## src/rtl/demux12_buf_if.sv

```systemverilog
// Handshake bundle for demux12_buf: one routed input stream and two buffered output streams.
interface demux12_buf_if #(
  parameter int WIDTH = 8
);
  logic [WIDTH-1:0] d;
  logic             s;
  logic             in_valid;
  logic             in_ready;
  logic [WIDTH-1:0] y0;
  logic [WIDTH-1:0] y1;
  logic             y0_valid;
  logic             y1_valid;
  logic             y0_ready;
  logic             y1_ready;
  logic [1:0]       cnt0;
  logic [1:0]       cnt1;

  modport master (
    output d, s, in_valid, y0_ready, y1_ready,
    input  in_ready, y0, y1, y0_valid, y1_valid, cnt0, cnt1
  );

  modport slave (
    input  d, s, in_valid, y0_ready, y1_ready,
    output in_ready, y0, y1, y0_valid, y1_valid, cnt0, cnt1
  );
endinterface

```

## src/rtl/demux12_buf.sv

```systemverilog
// 1-to-2 demultiplexer with an independent 2-entry FIFO per output.
// Routing is decided at the accept edge; each output shows its registered head word.
module demux12_buf #(
  parameter int WIDTH = 8
) (
  input  logic         clk,
  input  logic         rst_n,
  demux12_buf_if.slave bus
);

  logic [WIDTH-1:0] mem_q  [2][2];
  logic [WIDTH-1:0] mem_d  [2][2];
  logic [WIDTH-1:0] head_q [2];
  logic [WIDTH-1:0] head_d [2];
  logic [1:0]       cnt_q  [2];
  logic [1:0]       cnt_d  [2];
  logic [1:0]       wptr_q;
  logic [1:0]       wptr_d;
  logic [1:0]       rptr_q;
  logic [1:0]       rptr_d;
  logic [1:0]       push_s;
  logic [1:0]       pop_s;
  logic [1:0]       y_ready_s;
  logic             in_ready_s;
  logic             accept_s;

  // Readiness looks only at the addressed queue's stored occupancy, never at the sinks.
  assign in_ready_s = rst_n & (bus.s ? (cnt_q[1] != 2'd2) : (cnt_q[0] != 2'd2));
  assign accept_s   = bus.in_valid & in_ready_s;
  assign push_s     = {accept_s & bus.s, accept_s & ~bus.s};
  assign y_ready_s  = {bus.y1_ready, bus.y0_ready};
  assign pop_s      = {y_ready_s[1] & (cnt_q[1] != 2'd0), y_ready_s[0] & (cnt_q[0] != 2'd0)};

  // Next-state for both circular buffers, including the head word they will present.
  always_comb begin
    mem_d  = mem_q;
    wptr_d = wptr_q;
    rptr_d = rptr_q;
    cnt_d  = cnt_q;
    head_d = head_q;
    for (int k = 0; k < 2; k++) begin
      if (push_s[k]) begin
        mem_d[k][wptr_q[k]] = bus.d;
        wptr_d[k]           = ~wptr_q[k];
      end else begin
        wptr_d[k] = wptr_q[k];
      end
      if (pop_s[k]) begin
        rptr_d[k] = ~rptr_q[k];
      end else begin
        rptr_d[k] = rptr_q[k];
      end
      case ({push_s[k], pop_s[k]})
        2'b10:   cnt_d[k] = cnt_q[k] + 2'd1;
        2'b01:   cnt_d[k] = cnt_q[k] - 2'd1;
        default: cnt_d[k] = cnt_q[k];
      endcase
      // Head is precomputed so the output is a plain flop that reads zero when empty.
      if (cnt_d[k] != 2'd0) begin
        head_d[k] = mem_d[k][rptr_d[k]];
      end else begin
        head_d[k] = {WIDTH{1'b0}};
      end
    end
  end

  // Queue state, pointers and registered head words.
  always_ff @(posedge clk or negedge rst_n) begin
    if (!rst_n) begin
      for (int k = 0; k < 2; k++) begin
        mem_q[k][0] <= {WIDTH{1'b0}};
        mem_q[k][1] <= {WIDTH{1'b0}};
        head_q[k]   <= {WIDTH{1'b0}};
        cnt_q[k]    <= 2'd0;
      end
      wptr_q <= 2'b00;
      rptr_q <= 2'b00;
    end else begin
      mem_q  <= mem_d;
      head_q <= head_d;
      cnt_q  <= cnt_d;
      wptr_q <= wptr_d;
      rptr_q <= rptr_d;
    end
  end

  assign bus.in_ready = in_ready_s;
  assign bus.y0       = head_q[0];
  assign bus.y1       = head_q[1];
  assign bus.y0_valid = (cnt_q[0] != 2'd0);
  assign bus.y1_valid = (cnt_q[1] != 2'd0);
  assign bus.cnt0     = cnt_q[0];
  assign bus.cnt1     = cnt_q[1];

endmodule

```

## src/flat_wrapper.sv

```systemverilog
// flat-port wrapper written by rule: the top's interface ports become plain ports
module demux12_buf_flat 
#(
  parameter int WIDTH = 8
)
  (clk, rst_n, bus_d, bus_s, bus_in_valid, bus_y0_ready, bus_y1_ready, bus_in_ready, bus_y0, bus_y1, bus_y0_valid, bus_y1_valid, bus_cnt0, bus_cnt1);
  demux12_buf_if #(.WIDTH(WIDTH)) bus_i ();
  input  logic clk;
  input  logic rst_n;
  input wire logic [$bits(bus_i.d)-1:0] bus_d;
  input wire logic [$bits(bus_i.s)-1:0] bus_s;
  input wire logic [$bits(bus_i.in_valid)-1:0] bus_in_valid;
  input wire logic [$bits(bus_i.y0_ready)-1:0] bus_y0_ready;
  input wire logic [$bits(bus_i.y1_ready)-1:0] bus_y1_ready;
  output wire logic [$bits(bus_i.in_ready)-1:0] bus_in_ready;
  output wire logic [$bits(bus_i.y0)-1:0] bus_y0;
  output wire logic [$bits(bus_i.y1)-1:0] bus_y1;
  output wire logic [$bits(bus_i.y0_valid)-1:0] bus_y0_valid;
  output wire logic [$bits(bus_i.y1_valid)-1:0] bus_y1_valid;
  output wire logic [$bits(bus_i.cnt0)-1:0] bus_cnt0;
  output wire logic [$bits(bus_i.cnt1)-1:0] bus_cnt1;
  assign bus_i.d = bus_d;
  assign bus_i.s = bus_s;
  assign bus_i.in_valid = bus_in_valid;
  assign bus_i.y0_ready = bus_y0_ready;
  assign bus_i.y1_ready = bus_y1_ready;
  assign bus_in_ready = bus_i.in_ready;
  assign bus_y0 = bus_i.y0;
  assign bus_y1 = bus_i.y1;
  assign bus_y0_valid = bus_i.y0_valid;
  assign bus_y1_valid = bus_i.y1_valid;
  assign bus_cnt0 = bus_i.cnt0;
  assign bus_cnt1 = bus_i.cnt1;
  demux12_buf #(.WIDTH(WIDTH)) u_core (.clk(clk), .rst_n(rst_n), .bus(bus_i));
endmodule
```

## config.mk

```make
export PLATFORM = sky130hd
export DESIGN_NAME = demux12_buf_flat
export DESIGN_NICKNAME = d
export VERILOG_FILES = /design/src/rtl/demux12_buf_if.sv /design/src/rtl/demux12_buf.sv /design/src/flat_wrapper.sv
export SDC_FILE = /design/constraint.sdc
export NUM_CORES = 1
export LEC_CHECK = 0
export CELL_PAD_IN_SITES_DETAIL_PLACEMENT = 2
export CELL_PAD_IN_SITES_GLOBAL_PLACEMENT = 2
export CORE_UTILIZATION = 38
export CTS_CLUSTER_DIAMETER = 50
export CTS_CLUSTER_SIZE = 16
export DETAILED_ROUTE_END_ITERATION = 6
export PLACE_DENSITY_LB_ADDON = 0.1
export SYNTH_ARGS = -nofsm -noshare
export SYNTH_HDL_FRONTEND = slang
export SYNTH_SLANG_ARGS = --single-unit
```

## constraint.sdc

```tcl
create_clock -name clk -period 6 [get_ports clk]
set_clock_uncertainty 0.1 [all_clocks]
set_input_delay 1.2 -clock clk [delete_from_list [all_inputs] [get_ports clk]]
set_output_delay 1.2 -clock clk [all_outputs]
set_load 0.03 [all_outputs]
```

==> Word-level counts from Yosys, hierarchy flattened <==
Index checks and enable logic that the tools add are counted.
Widths: inputs -> output; s select.
{ "classes": {"n_addsub": 4, "order_cmp": 6, "n_eq_ne": 6, "mux": 21, "n_bitwise": 15, "reduce_logical": 6} }
{ "op_table": {"columns": ["cell", "count"], "rows": [
  ["$mux 8", 10],
  ["$bwmux 16", 2],
  ["$mux 16", 2],
  ["$demux 8 s1", 2],
  ["$ge 2x2->1 const B", 4],
  ["$not 1->2", 4],
  ["$pmux 2 s2", 2],
  ["$reduce_bool 2->1", 4],
  ["$and 1x1->1", 6],
  ["$not 1->1", 5],
  ["$add 2x1->2 const B", 2],
  ["$eq 2x1->1 const B", 2],
  ["$eq 2x2->1 const B", 2],
  ["$lt 2x1->1 const B", 2],
  ["$ne 2x2->1 const B", 2],
  ["$sub 2x1->2 const B", 2],
  ["$mux 1", 3],
  ["$logic_and 1x1->1", 2]
]} }
{ "totals": {"ff_bits": 56, "inputBits": 14, "output_inout_bits": 23, "wordCells": 69} }

==> Logic depth before layout (Yosys ltp) <==
Gate-level depths: netlist (run 1).
{ "depth": {"ltp_word": 11, "mapped_depth": 8, "depth_no_buf": 7} }

==> Worst setup path before layout (run 1) <==
No wires, ideal clock.
{ "synth_path": {"path_kind": "input to output", "start": "input bus_s", "end": "output bus_in_ready", "arrival_time_ns": 1.530, "path_slack_ns": 3.170, "path_stages": 2, "n_path_buf": 0, "path_cell_list": "nand2_1 o211a_1"} }
{ "synth_between": {"elab_chain_len": 2} }
{ "synth_rtl": {"columns": ["item", "line_no", "text"], "rows": [
  ["from (decl)", "flat_wrapper.sv:11", "input wire logic [$bits(bus_i.s)-1:0] bus_s;"],
  ["$mux 1", "demux12_buf.sv:28", "assign in_ready_s = rst_n & (bus.s ? (cnt_q[1] != 2'd2) : (cnt_q[0] != 2'd2));"],
  ["$and 1x1->1", "demux12_buf.sv:28", null],
  ["to (decl)", "flat_wrapper.sv:15", "output wire logic [$bits(bus_i.in_ready)-1:0] bus_in_ready;"]
]} }
No other way between the ends.

==> Final worst setup path (run 1) <==
Ends and elaborated chain as after synthesis.

==> results.yml, run 1 <==
run_status:
  run_status: "finished clean"
min_path:
  worstHoldPathCells: 2
  hold_start: "u_core.mem_q[3]"
  hold_class: "flop to flop"
  hold_path_end: "u_core.mem_q[3]"
die:
  die_h_um: 82.25
  core_area_sq_um: 6061
  rows: 28
  start_util_pct: 40.38
  die_w_um: 82.25
  dieArea_sq_um: 6765
  ios: 37
setup_path:
  arrival_ns: 2.66
  critPathKind: "primary input to primary output"
  worst_setup_path_start_kind: "primary input"
  regToRegSetupSlack_ns: 3.32
  r2r_cells: 7
  worstPathRequired_ns: 4.70
  cp_max_fo: 6
  timing.rr.start: "u_core.bus.cnt1[0]"
  timing.rr.end: "u_core.bus.y1[7]"
  endpoint_kind: "primary output"
finish:
  final_common_cell: "dfrtp_1"
  drive_above_1_share_pct: 9.091
  fin_nets: 257
  diodes: 0
  areaGrowthSynthToFinish_pct: 20.60
  final_cell_area_sq_um: 2952
  mostFrequentLayoutCells: "56 x dfrtp_1, 36 x inv_1, 35 x clkdlybuf4s50_1, 32 x mux2i_1, 16 x o22ai_1"
clock_network:
  clock_sinks: 56
  cts_setup_buffers: 0
  postCtsHoldBufs: 0
  htreeDepth: 2
  cts_resized: 0
  cts_buffers: 5
  clk_pin_slew_ns: 0.10
  clock_path_buffers: 2
  clock_latency_ns: 0.31
  cts_tree: "yes"
  clock-root-buffer: "clkbuf_8"
synth:
  seq_area_frac_synth_pct: 57.26
  synth_cell_types: 31
  avgSynthCellArea_sq_um: 12.18
  synth_top_area_cell: "dfrtp_1"
  synthTopCellsByArea: "dfrtp_1 57%, mux2i_1 13%, inv_1 5.5%"
  synth_seq_cells: 56
  yosysTopAreaCellShare_pct: 57.26
  synthCells: 201
  syn_area_sq_um: 2447
  yosys_warnings: 0
  synthesis.nets: 217
timing:
  rsz0062_at_grt: "false"
  hold_viol_final: 0
  slew_headroom_pct: 42.84
  period_needed_ns: 3.957
  timing.final.crit_share_pct: 65.95
  clock.fmax_mhz: 252.7
  setup-tns-final_ns: 0
  tightest_slew_ns: 0.8566
  setup_violations: 0
  slew_viol_final: 0
pwr:
  vdd_drop_max_mv: 0.2415
  p_per_area_nw_per_um2: 560.2
  p_leak_nw: 1.381
routing:
  drtPass1Iterations: 4
  vias: 1613
  drtAntennaViolNets: 0
  drc: 0
  wl_per_cell_um: 17.30
  totalWireLength_mm: 5.485
  drtIter0Drc: 100
  vias_per_cell: 5.088
placement:
  portBuffers: 36
  placed_area_sq_um: 2861
  gp_congestion: 0.8244
  hpwl_mm: 3.947
run:
  max_cap_violations: 0
grt:
  grt_remaining_overflow: 0
  grt_max_degree: 41
  antenna_found_initial: 0
  grt_usage_pct: 18.33
  grt_pass1_wl_mm: 9.032
  grt_pass1_vias: 1752
## Yosys cell counts
cell type and count:
buf_6 2, nand2b_4 1, nor2b_2 1, and4_4 1
a21oi_2 2, o2111ai_1 2, xnor2_1 6, nand4b_1 3
inv_1 36, o22ai_1 16, and4bb_4 1, nor2b_4 1
xor2_1 2, o2111ai_2 2, nand4_1 1, nor4bb_2 1
o211a_1 1, nor3b_1 2, and2_1 2, nand3_1 1
buf_8 1, nor2b_1 4, a21oi_1 2, o21ai_0 9
nor2_1 4, buf_2 1, nand2_1 4, ha_1 2
nor2_4 2, dfrtp_1 56, mux2i_1 32
## registers in the layout (all words and copies together), names as in the netlist
signal and count:
u_core.bus.y1 8, u_core.wptr_q 2, u_core.rptr_q 2, u_core.mem_q 32, u_core.bus.y0 8, u_core.bus.cnt1 2
u_core.bus.cnt0 2
## cell type report
class | instances | area [sq um]
fillers | 610 | 3109
well taps | 75 | 93.84
multi-input cells | 105 | 868.3
inverters | 36 | 135.1
flip-flops and latches | 56 | 1401
clock inverters | 3 | 21.27
clock buffers | 5 | 68.82
repair buffers | 37 | 362.8
## metrics by stage
| stage | hold slack, ns | cells | setup slack (ns) | power [mW] | util (%) |
|---|---|---|---|---|---|
| floorplan | 0.3464 | 201 | 3.170 | 1.180 | - |
| global placement | 0.3599 | 309 | 2.093 | 1.404 | 47.21 |
| detailed placement | 0.3714 | 309 | 2.038 | 1.462 | 47.21 |
| CTS | 0.4025 | 317 | 2.041 | 1.679 | 48.70 |
| global route | 0.4347 | 317 | 2.003 | 1.774 | 48.70 |
| finish | 0.4004 | 317 | 2.043 | 1.654 | 48.70 |
## cell families after synthesis
kind of cell / count (synthesis) / synth area share (%)
AO/OA/AOI/OAI: 34 / 9.407
adder cells (fa/ha/maj): 2 / 1.022
XOR/XNOR: 8 / 2.863
buffers and inverters: 40 / 7.259
multiplexers: 32 / 13.09
AND/OR/NAND/NOR: 29 / 9.100
flip-flops: 56 / 57.26
## how the worst max path moves through the flow
stage                     startpoint           end  depth (start not counted)
after floorplan                bus_s  bus_in_ready                          2
after global placement         bus_s  bus_in_ready                          3
after detailed placement       bus_s  bus_in_ready                          3
after CTS                      bus_s  bus_in_ready                          3
after global routing           bus_s  bus_in_ready                          4
final                          bus_s  bus_in_ready                          3
## routing by layer
layer | wire (um) | track usage [%] | vias to the layer above
li1 | - | - | 761
met3 | 166 | 3.626 | 6
met1 | 2651 | 24.82 | 819
met2 | 2598 | 29.50 | 27
met5 | 0 | 0 | -
met4 | 70 | 5.789 | 0
## critical path, stage by stage
cell             delay, ns
clkdlybuf4s50_1       0.60
o211a_1               0.19
clkdlybuf4s50_1       0.67
## where the power goes
group / internal (mW) / switching (mW) / total [mW]
Clock: 0.0832 / 0.129 / 0.213
Combinational: 0.320 / 0.464 / 0.785
Sequential: 0.562 / 0.0947 / 0.656
Total: 0.965 / 0.688 / 1.65
Power figures use the tool's default switching activity.
==> inputs of run 2 (changes only) <==
--- a/config.mk
+++ b/config.mk
@@ -7,7 +7,7 @@
 export LEC_CHECK = 0
 export CELL_PAD_IN_SITES_DETAIL_PLACEMENT = 2
 export CELL_PAD_IN_SITES_GLOBAL_PLACEMENT = 2
-export CORE_UTILIZATION = 38
+export CORE_UTILIZATION = 36
 export CTS_CLUSTER_DIAMETER = 50
 export CTS_CLUSTER_SIZE = 16
 export DETAILED_ROUTE_END_ITERATION = 6
==> constraint.sdc (replaced) <==
create_clock -name clk -period 3.7 [get_ports clk]
set_clock_uncertainty 0.1 [all_clocks]
set_input_delay 0.74 -clock clk [delete_from_list [all_inputs] [get_ports clk]]
set_output_delay 0.74 -clock clk [all_outputs]
set_load 0.03 [all_outputs]
==> run 2 against run 1 <==
  * The run now ends with DRC left
  * Sequential power is 63% higher
  * Register-to-register slack worse by 2.2 ns
  * Non-clock buffer count is 1 higher
  * Worst hold slack worse by 0.061 ns
  * Sequential cell count stayed put
  * Cell count is 0.63% higher
==> results.yml, run 2 (synthesis results as in run 1) <==
run_status:
  run_status: "finished, violations left"
  violations: "DRC"
die:
  ios: 37
  start_util_pct: 37.89
  die_h_um: 84.45
  rows: 29
  die_w_um: 84.45
  dieArea_sq_um: 7132
  core_area_sq_um: 6459
clock_network:
  clk_pin_slew_ns: 0.10
  clock-root-buffer: "clkbuf_8"
  cts_setup_buffers: 0
  cts_tree: "yes"
  postCtsHoldBufs: 0
  clock_path_buffers: 2
  htreeDepth: 2
  clock_latency_ns: 0.31
  cts_resized: 0
  clock_sinks: 56
  cts_buffers: 5
setup_path:
  timing.rr.start: "u_core.bus.cnt1[0]"
  regToRegSetupSlack_ns: 1.17
  endpoint_kind: "primary output"
  worstPathRequired_ns: 2.86
  startpoint: "bus_s"
  arrival_ns: 2.22
  cp_max_fo: 6
  worst_setup_path_start_kind: "primary input"
  critPathKind: "primary input to primary output"
timing:
  clock.fmax_mhz: 327.0
  worst_slack_ns: 0.6416
  hold_ws_ns: 0.3393
  timing.final.crit_share_pct: 82.66
  rsz0062_at_grt: "false"
  hold_viol_final: 0
  tightest_slew_ns: 0.7105
  setup-tns-final_ns: 0
  setup_violations: 0
  period_needed_ns: 3.058
  slew_headroom_pct: 52.38
  slew_viol_final: 0
pwr:
  vdd_drop_max_mv: 0.3439
  finalPower_mw: 2.821
  p_per_area_nw_per_um2: 940.2
  p_leak_nw: 1.405
finish:
  diodes: 0
  final_common_cell: "dfrtp_1"
  mostFrequentLayoutCells: "56 x dfrtp_1, 36 x inv_1, 35 x clkdlybuf4s50_1, 32 x mux2i_1, 16 x o22ai_1"
  drive_above_1_share_pct: 9.091
  stdcell_count: 319
  fin_util_pct: 46.45
  areaGrowthSynthToFinish_pct: 22.60
  fin_nets: 258
  largest_reg_flops: 32
  final_cell_area_sq_um: 3000
  regMostFlops: "u_core.mem_q"
routing:
  drtPass1Iterations: 5
  drtAntennaViolNets: 0
  drtIter0Drc: 52
  vias: 1615
  drc: 6
  vias_per_cell: 5.063
  wl_per_cell_um: 17.97
  totalWireLength_mm: 5.732
placement:
  portBuffers: 36
  placed_area_sq_um: 2872
  hpwl_mm: 4.265
  gp_congestion: 0.7854
  placedCellCount: 312
  place_ws_ns: 0.4662
min_path:
  hold_class: "primary input to async pin"
run:
  max_cap_violations: 0
grt:
  grt_remaining_overflow: 0
  grt_usage_pct: 17.46
  grt_pass1_vias: 1852
  antenna_found_initial: 0
  grt_max_degree: 44
  grt_pass1_wl_mm: 9.646
## run 2: where the power goes
group	internal (mW)	total, mW	switching (mW)
clock	0.267	0.462	0.196
combinational	0.520	1.29	0.765
sequential	0.911	1.07	0.161
total	1.70	2.82	1.12
## run 2: worst paths after layout
path / end / cells past startpoint
setup / recovery: bus_in_ready / 4
hold / removal: u_core.rptr_q[1] / 2
setup reg to reg: u_core.bus.y1[4] / 7
hold reg to reg: u_core.mem_q[15] / 2
max in group asynchronous: u_core.rptr_q[0] / 2
min in group clk: u_core.mem_q[15] / 2
## run 2: final cells by class
cell class / count / area [sq um]
clock buffer: 5 / 68.82
clock inverter: 2 / 60.06
fill: 660 / 3458
inverter: 36 / 135.1
multi-input combinational: 105 / 868.3
sequential: 56 / 1401
tap: 77 / 96.34
timing repair buffer: 38 / 370.4
## run 2: worst max-delay path: stages
cell,delay (ns)
clkdlybuf4s50_1,0.53
nand2_1,0.13
o211a_1,0.15
clkdlybuf4s50_1,0.67
## run 2: routing by layer
layer | part of all wire (%) | routed length, um | global-route usage, %
met1 | 44 | 2547 | 22.43
met2 | 52 | 2973 | 31.07
met3 | 2.8 | 159 | 3.048
met4 | 0.91 | 52 | 3.698
met5 | 0 | 0 | 0
==> inputs of run 3 (changes only) <==
==> constraint.sdc (replaced) <==
create_clock -name clk -period 3.17 [get_ports clk]
set_clock_uncertainty 0.1 [all_clocks]
set_input_delay 0.634 -clock clk [delete_from_list [all_inputs] [get_ports clk]]
set_output_delay 0.634 -clock clk [all_outputs]
set_load 0.03 [all_outputs]
==> run 3 against run 2 <==
  * The flow still finishes with violations (DRC)
  * Combinational power rose by 19%
  * Clock power fell by 14%
  * Global-route usage rose by 0.55 points
  * Power rose by 13%
  * Via count rose by 0.74%
  * Die area did not move
  * Worst hold slack got worse by 0.077 ns
  * Utilization fell by 0.25 points
  * Cell count rose by 1.3%
  * Largest power group unchanged
==> results.yml, run 3 (synthesis results as in run 1) <==
run_status:
  run_status: "finished, violations left"
  violations: "DRC"
timing:
  rsz0062_at_grt: "false"
  slew_viol_final: 0
  hold_ws_ns: 0.2628
  timing.final.crit_share_pct: 88.22
  period_needed_ns: 2.797
  hold_viol_final: 0
  setup-tns-final_ns: 0
  setup_violations: 0
  slew_headroom_pct: 65.89
  clock.fmax_mhz: 357.6
  tightest_slew_ns: 0.5117
clock_network:
  cts_setup_buffers: 0
  htreeDepth: 2
  postCtsHoldBufs: 0
  cts_resized: 0
  clock_sinks: 56
  cts_buffers: 5
  clock-root-buffer: "clkbuf_8"
  clock_path_buffers: 2
  cts_tree: "yes"
  clk_pin_slew_ns: 0.10
  clock_latency_ns: 0.31
finish:
  fin_nets: 261
  fin_util_pct: 46.20
  final_cell_area_sq_um: 2984
  stdcell_count: 323
  final_common_cell: "dfrtp_1"
  mostFrequentLayoutCells: "56 x dfrtp_1, 36 x inv_1, 35 x clkdlybuf4s50_1, 32 x mux2i_1, 16 x o22ai_1"
  fillers: 685
  largest_reg_flops: 32
  drive_above_1_share_pct: 10.57
  regMostFlops: "u_core.mem_q"
  diodes: 0
  areaGrowthSynthToFinish_pct: 21.93
setup_path:
  worstPathCellList: "clkdlybuf4s50_1 -> o211a_1 -> clkdlybuf4s50_1"
  slowest_delay_ns: 0.66
  cp_top_family: "buffers and inverters"
  arrival_ns: 2.06
  cpMaxStageDelayCell: "clkdlybuf4s50_1"
  worstPathRequired_ns: 2.44
  cp_max_fo: 6
  critPathKind: "primary input to primary output"
  worst_setup_path_start_kind: "primary input"
  cp_common_cell: "clkdlybuf4s50_1"
  endpoint_kind: "primary output"
  worst-path-buf-inv: 2
pwr:
  p_per_area_nw_per_um2: 1067
  p_leak_nw: 1.399
  vdd_drop_max_mv: 0.4995
routing:
  drc: 6
  totalWireLength_mm: 5.814
  drtAntennaViolNets: 0
  wl_per_cell_um: 18.00
  drtPass1Iterations: 6
  vias_per_cell: 5.037
  vias: 1627
  drtIter0Drc: 58
min_path:
  hold_class: "primary input to async pin"
grt:
  global_route.usage.met1_pct: 23.12
  top_usage_layer: "met2"
  grt_pass1_wl_mm: 9.749
  use_met3_pct: 4.031
  grt_pass1_vias: 1832
  grt_remaining_overflow: 0
  grt_usage_pct: 18.00
  antenna_found_initial: 0
  use_met2_pct: 30.77
  grt_max_degree: 41
die:
  start_util_pct: 37.89
  die_w_um: 84.45
  dieArea_sq_um: 7132
  die_h_um: 84.45
  rows: 29
  core_area_sq_um: 6459
  ios: 37
run:
  max_cap_violations: 0
placement:
  placed_area_sq_um: 2894
  placedCellCount: 315
  portBuffers: 36
  hpwl_mm: 4.213
  gp_congestion: 0.8432
[run 3: cell types whose count changed in the layout (fill, tap and decap cells not counted)]
| cell | delta |
|---|---|
| clkinvlp_4 | +1 |
| buf_4 | +3 |
| bufinv_16 | -2 |
| clkinv_2 | +1 |
| inv_6 | +1 |
[run 3: cell type report]
| cell class | instances | area, sq um | area share [%] |
|---|---|---|---|
| sequential | 56 | 1401 | 46.96 |
| multi-input combinational | 105 | 868.3 | 29.10 |
| timing repair buffer | 41 | 392.9 | 13.17 |
| inverter | 36 | 135.1 | 4.528 |
| tap | 77 | 96.34 | 3.229 |
| clock buffer | 5 | 68.82 | 2.306 |
| clock inverter | 3 | 21.27 | 0.7128 |
[run 3: through the flow]
stage,setup slack (ns),power [mW]
CTS,0.3647,3.240
global route,0.3174,3.405
detailed placement,0.1279,2.815
global placement,0.2794,2.691
floorplan,0.8520,2.233
finish,0.3734,3.185
[run 3: worst paths after layout]
| check | start | slack [ns] | end | cells past startpoint |
|---|---|---|---|---|
| worst max-delay path | bus_s | 0.37 | bus_in_ready | 3 |
| worst min-delay path | rst_n | 0.26 | u_core.bus.cnt0[0] | 2 |
| worst max register to register | u_core.bus.cnt0[0] | 0.71 | u_core.bus.y0[7] | 7 |
| worst min register to register | u_core.mem_q[19] | 0.40 | u_core.mem_q[19] | 2 |
| max in group asynchronous | rst_n | 2.25 | u_core.mem_q[23] | 2 |
| min in group clk | u_core.mem_q[19] | 0.40 | u_core.mem_q[19] | 2 |
[run 3: where the power goes]
part,switching (mW),internal (mW)
clock network,0.240,0.157
registers,0.192,1.06
logic,0.897,0.634
[run 3: layer usage]
metal,vias up,share of wire [%]
met5,-,0
met4,0,1.2
met3,7,3.9
met2,28,50
met1,825,44
li1,767,-
